**src/rtl/servio_rom_reader.sv**
```systemverilog
// Streams a contiguous, address-wrapping range of an Avalon-MM memory out as one Avalon-ST
// packet. A credit-limited read pipeline keeps the output FIFO from ever overflowing.
module servio_rom_reader #(
    parameter int unsigned DATA_DEPTH = 1024,
    parameter int unsigned DATA_WIDTH = 8,
    parameter int unsigned FIFO_DEPTH = 4,
    localparam int unsigned AW = $clog2(DATA_DEPTH),
    localparam int unsigned LW = AW + 1
) (
    input  logic                  clk,
    input  logic                  reset,
    input  logic                  cfg_start,
    input  logic [AW-1:0]         cfg_base,
    input  logic [LW-1:0]         cfg_length,
    output logic                  busy,
    output logic                  done,
    output logic [AW-1:0]         avm_m0_address,
    output logic                  avm_m0_read,
    input  logic [DATA_WIDTH-1:0] avm_m0_readdata,
    input  logic                  avm_m0_readdatavalid,
    output logic [DATA_WIDTH-1:0] aso_data,
    output logic                  aso_valid,
    input  logic                  aso_ready,
    output logic                  aso_startofpacket,
    output logic                  aso_endofpacket
);
    localparam int unsigned PW = $clog2(FIFO_DEPTH);
    localparam int unsigned CW = PW + 1;
    localparam int unsigned SW = CW + 1;

    typedef enum logic [1:0] { IDLE, RUN, FINISH } state_t;

    state_t state, state_next;

    logic [LW-1:0]         length_q, issued_q, popped_q;
    logic [CW-1:0]         outstanding_q, count_q;
    logic [PW-1:0]         wr_ptr_q, rd_ptr_q;
    logic [DATA_WIDTH-1:0] fifo_mem [FIFO_DEPTH];

    logic          start_ok, issue, push, pop, done_next;
    logic [SW-1:0] credit_used;
    logic [CW-1:0] count_next;
    logic [PW-1:0] rd_ptr_next;
    logic [LW-1:0] popped_next;
    logic [AW-1:0] addr_inc;

    // Next-state and per-cycle handshake decisions.
    always_comb begin
        state_next  = state;
        start_ok    = 1'b0;
        issue       = 1'b0;
        push        = 1'b0;
        pop         = 1'b0;
        done_next   = 1'b0;
        credit_used = SW'(outstanding_q) + SW'(count_q);
        case (state)
            IDLE: begin
                if (cfg_start) begin
                    if (cfg_length == '0) begin
                        done_next = 1'b1;
                    end else begin
                        start_ok   = 1'b1;
                        issue      = 1'b1;
                        state_next = RUN;
                    end
                end
            end
            RUN: begin
                // Every read in flight already owns a FIFO slot.
                issue = (issued_q < length_q) && (credit_used < SW'(FIFO_DEPTH));
                push  = avm_m0_readdatavalid;
                pop   = aso_valid && aso_ready;
                if (pop && aso_endofpacket) begin
                    state_next = FINISH;
                    done_next  = 1'b1;
                end
            end
            FINISH:  state_next = IDLE;
            default: state_next = IDLE;
        endcase
    end

    // Datapath next values.
    always_comb begin
        count_next  = count_q + CW'(push) - CW'(pop);
        rd_ptr_next = rd_ptr_q + PW'(pop);
        popped_next = start_ok ? '0 : popped_q + LW'(pop);
        addr_inc    = (avm_m0_address == AW'(DATA_DEPTH - 1)) ? '0 : avm_m0_address + AW'(1);
    end

    always_ff @(posedge clk) begin
        if (reset) state <= IDLE;
        else       state <= state_next;
    end

    always_ff @(posedge clk) begin
        if (reset) begin
            busy              <= 1'b0;
            done              <= 1'b0;
            avm_m0_read       <= 1'b0;
            avm_m0_address    <= '0;
            length_q          <= '0;
            issued_q          <= '0;
            popped_q          <= '0;
            outstanding_q     <= '0;
            count_q           <= '0;
            wr_ptr_q          <= '0;
            rd_ptr_q          <= '0;
            aso_valid         <= 1'b0;
            aso_data          <= '0;
            aso_startofpacket <= 1'b0;
            aso_endofpacket   <= 1'b0;
        end else begin
            busy        <= (state_next != IDLE);
            done        <= done_next;
            avm_m0_read <= issue;
            if (start_ok)   avm_m0_address <= cfg_base;
            else if (issue) avm_m0_address <= addr_inc;
            if (start_ok) begin
                length_q      <= cfg_length;
                issued_q      <= LW'(1);
                outstanding_q <= CW'(1);
            end else begin
                issued_q      <= issued_q + LW'(issue);
                outstanding_q <= outstanding_q + CW'(issue) - CW'(push);
            end
            popped_q <= popped_next;
            count_q  <= count_next;
            rd_ptr_q <= rd_ptr_next;
            if (push) wr_ptr_q <= wr_ptr_q + PW'(1);
            // Output stage shows the head the FIFO will have next cycle; bypass when it is being written.
            aso_valid         <= (count_next != '0);
            aso_data          <= (push && (wr_ptr_q == rd_ptr_next)) ? avm_m0_readdata
                                                                     : fifo_mem[rd_ptr_next];
            aso_startofpacket <= (count_next != '0) && (popped_next == '0);
            aso_endofpacket   <= (count_next != '0) && (popped_next == length_q - LW'(1));
        end
    end

    always_ff @(posedge clk) begin
        if (push) fifo_mem[wr_ptr_q] <= avm_m0_readdata;
    end

endmodule

```
**config.mk**
```make
export PLATFORM = sky130hd
export DESIGN_NAME = servio_rom_reader
export DESIGN_NICKNAME = d
export VERILOG_FILES = /design/src/rtl/servio_rom_reader.sv
export SDC_FILE = /design/constraint.sdc
export NUM_CORES = 1
export LEC_CHECK = 0
export CORE_ASPECT_RATIO = 2
export CORE_MARGIN = 4
export CORE_UTILIZATION = 60
export DETAILED_ROUTE_END_ITERATION = 16
export PLACE_DENSITY = 0.91
export SETUP_SLACK_MARGIN = 0.15
export SLEW_MARGIN = 20
export SYNTH_ARGS = -nofsm -noshare
export SYNTH_HDL_FRONTEND = slang
export SYNTH_SLANG_ARGS = --single-unit
```
**constraint.sdc**
```tcl
create_clock -name clk -period 5.6 [get_ports clk]
set_clock_uncertainty 0.15 [all_clocks]
set_input_delay 1.12 -clock clk [delete_from_list [all_inputs] [get_ports clk]]
set_output_delay 1.12 -clock clk [all_outputs]
set_load 0.005 [all_outputs]
```
==> impl_metrics.yaml <==
logic_synthesis:
  synthFlopType: "dfxtp_1"
  synth-xor-area-share: 0.0793
  synth_edf_count: 32
  synth.most_common_cell: "dfxtp_1"
  synth_top_family_by_area: "simple AND/OR/NAND/NOR gates"
  synth.area.mux_share: 0.0544
  synthDistinctLibCells: 55
  synthArstFlopShare: 0
  synth-simple-area-share: 0.196
  synthAdderAreaFrac: 0.0760
  yosys_register_bits: 101
  syn_inst: 502
  synth_area_um2: 4970
  ys_top_cells_by_count: "69 x dfxtp_1, 59 x nor2_1, 50 x nand2_1, 32 x edfxtp_1, 31 x xnor2_1"
  yosys-top-cells-area: "dfxtp_1 28%, edfxtp_1 19%, ha_1 6.8%"
  synth.avg_cell_area_um2: 9.90
  synth_compound_area_frac: 0.0838
  synth_top_area_share: 0.278
  synth.largest_area_cell: "dfxtp_1"
  syn_nets: 565
  synth_warnings: 0
  synth_seq_area_share: 0.471
detailed_routing:
  drtIter0Drc: 272
  wl_um: 11700
  first_pass_iters: 6
  viasPerCell: 5.99
  wl_per_cell_um: 17.9
  drc: 0
  via_count: 3903
  ant_nets: 0
timing:
  finalHoldViolCount: 0
  finalCriticalPeriod_ns: 3.99
  fin_hold_ws_ns: 0.352
  timing.final.crit_share: 0.712
  drv_slew: 0
  fmaxAchievable_mhz: 251
  grt_setup_unrepaired: "false"
  max-slew-margin-rel: 0.405
  worst_slack_ns: 1.61
  tns_ns: 0
  tightest_slew_ns: 0.893
  setup_viol_count_final: 0
grt:
  grt_max_degree: 34
  grtUsageTotal: 0.251
  antenna_found_initial: 0
  grt.overflow.total: 0
  grt_pass1_vias: 4040
  grt_pass1_wl_um: 19000
critical_path:
  worst_ep_arrival_time_ns: 4.08
  critPathSlowestCell: "clkdlybuf4s50_1"
  end_kind: "flop"
  crit_chain: "clkdlybuf4s50_1 > and3_1 > ha_1 > ha_1 > nand4_1 > nor3_1 > xnor2_1 > xnor2_1 > nor4b_1 > o211ai_1 > a2111oi_2"
  worstSetupPathDepth: 11
  cp_top_family: "simple AND/OR/NAND/NOR gates"
  worstPathRequired_ns: 5.70
  reg2reg_depth: 14
  critPathKind: "in -> reg"
  cp_max_fo: 7
  startpoint_type: "input port"
  max_stage_delay_ns: 0.51
  cp_num_buf_inv: 1
clocking:
  post-cts-setup-buffer-count: 0
  cts_tree: "built"
  clkLatencyLatePin_ns: 0.35
  postCtsResizedCells: 0
  clockBufferDepth: 2
  h-tree-depth: 3
  cts_buffers: 9
  cts_sinks: 101
  path_clk_slew_ns: 0.07
  cts_hold_repair.buffers: 0
  clock-root-buffer: "clkbuf_16"
die:
  ios: 58
  num_rows: 46
  die_x_um: 72.4
  core_um2: 8000
  initial_core_util: 0.622
  die_y_um: 137
  die_area_um2: 9900
place:
  port-buffer-count: 57
  routabilityCongestion: 0.907
  dp.final_hpwl_um: 8590
  detailedPlace.worstSlack_ns: 1.32
  place_area_um2: 5590
  placedCellCount: 636
cells_and_area:
  layoutNonFillerInstCount: 652
  stdcell_area_um2: 5920
  num-nets-final: 614
  drive_above_1_share: 0.0629
  syn2layout_area_growth_pct: 19.0
  n_antenna_cell: 0
power:
  leakage_nw: 2.24
  powerDensity_nw_per_um2: 301
  ir_drop_mv: 0.224
flow_run:
  cap_viol_max_count: 0
worst_hold_path:
  hold_path.class: "reg -> reg"
  hold_depth: 2
status:
  outcome: "finished, final reports clean"
## worst reg2reg max path, stage by stage, from the launching register on
cell,delay (ns)
dfxtp_1,0.42
inv_1,0.11
ha_1,0.32
a21o_1,0.20
a21o_1,0.17
a221oi_1,0.44
o21ai_1,0.39
and2_1,0.39
inv_1,0.09
ha_1,0.19
ha_1,0.23
and2_1,0.25
nand2_1,0.10
or3_1,0.32
a21oi_1,0.14
## state kept, by name, indices dropped and copies added, names as in the netlist
register           flops
aso_valid              1
busy                   1
avm_m0_address        10
done                   1
count_q                3
wr_ptr_q               2
aso_startofpacket      1
aso_endofpacket        1
state                  2
outstanding_q          3
length_q              11
popped_q              11
aso_data               8
issued_q              11
avm_m0_read            1
rd_ptr_q               2
fifo_mem              32
## cell families after synthesis
| family | Yosys count |
|---|---|
| multiplexers | 17 |
| adder cells (fa/ha/maj) | 29 |
| flip-flops | 101 |
| XOR/XNOR | 45 |
| AND/OR/NAND/NOR | 199 |
| AO/OA/AOI/OAI | 63 |
| buffers and inverters | 48 |
## placed cells by master, fill, tap and decap left out, drive strengths merged, types with 4 or more instances in the layout
cell type	n
mux2i	9
xor2	14
nand3	23
nor2	59
edfxtp	32
and2	9
inv	25
ha	27
a21o	5
dfxtp	69
and3	9
mux4	8
clkdlybuf4s50	57
o21ai	7
xnor2	31
nor4	6
nor3	11
o211ai	6
nand2	50
buf	4
a21oi	20
nand4	7
clkbuf	10
a31oi	4
## layout make-up
class	instances	area, um^2
Clock buffer	10	239
Clock inverter	6	86.3
Fill cell	542	2080
Inverter	25	93.8
Multi-Input combinational cell	353	2430
Sequential cell	101	2340
Tap cell	96	120
Timing Repair Buffer	61	601
## where the power goes
part,total (mW),switching (mW),internal (mW)
Combinational,0.286,0.142,0.144
Sequential,0.827,0.0339,0.793
Clock,0.670,0.267,0.403
## metrics by stage
| stage | power (mW) | utilization |
|---|---|---|
| finish | 1.78 | 0.740 |
| global route | 1.85 | 0.740 |
| CTS | 1.79 | 0.740 |
| detailed placement | 1.12 | 0.699 |
| global placement | 1.11 | 0.699 |
| floorplan | 1.01 | - |
## routing by layer
layer | share of wire | track usage | vias to the layer above
li1 | - | - | 1860
met5 | 0 | 0 | -
met2 | 0.56 | 0.469 | 140
met4 | 0.048 | 0.151 | 0
met3 | 0.045 | 0.0449 | 39
met1 | 0.34 | 0.248 | 1864
## final timing paths
kind	from	end	slack (ns)
min	length_q[1]	length_q[1]	0.35
max	aso_ready	aso_endofpacket	1.61
min reg2reg	length_q[1]	length_q[1]	0.35
max reg2reg	length_q[8]	issued_q[10]	1.62
(Power assumes the default switching activity.)
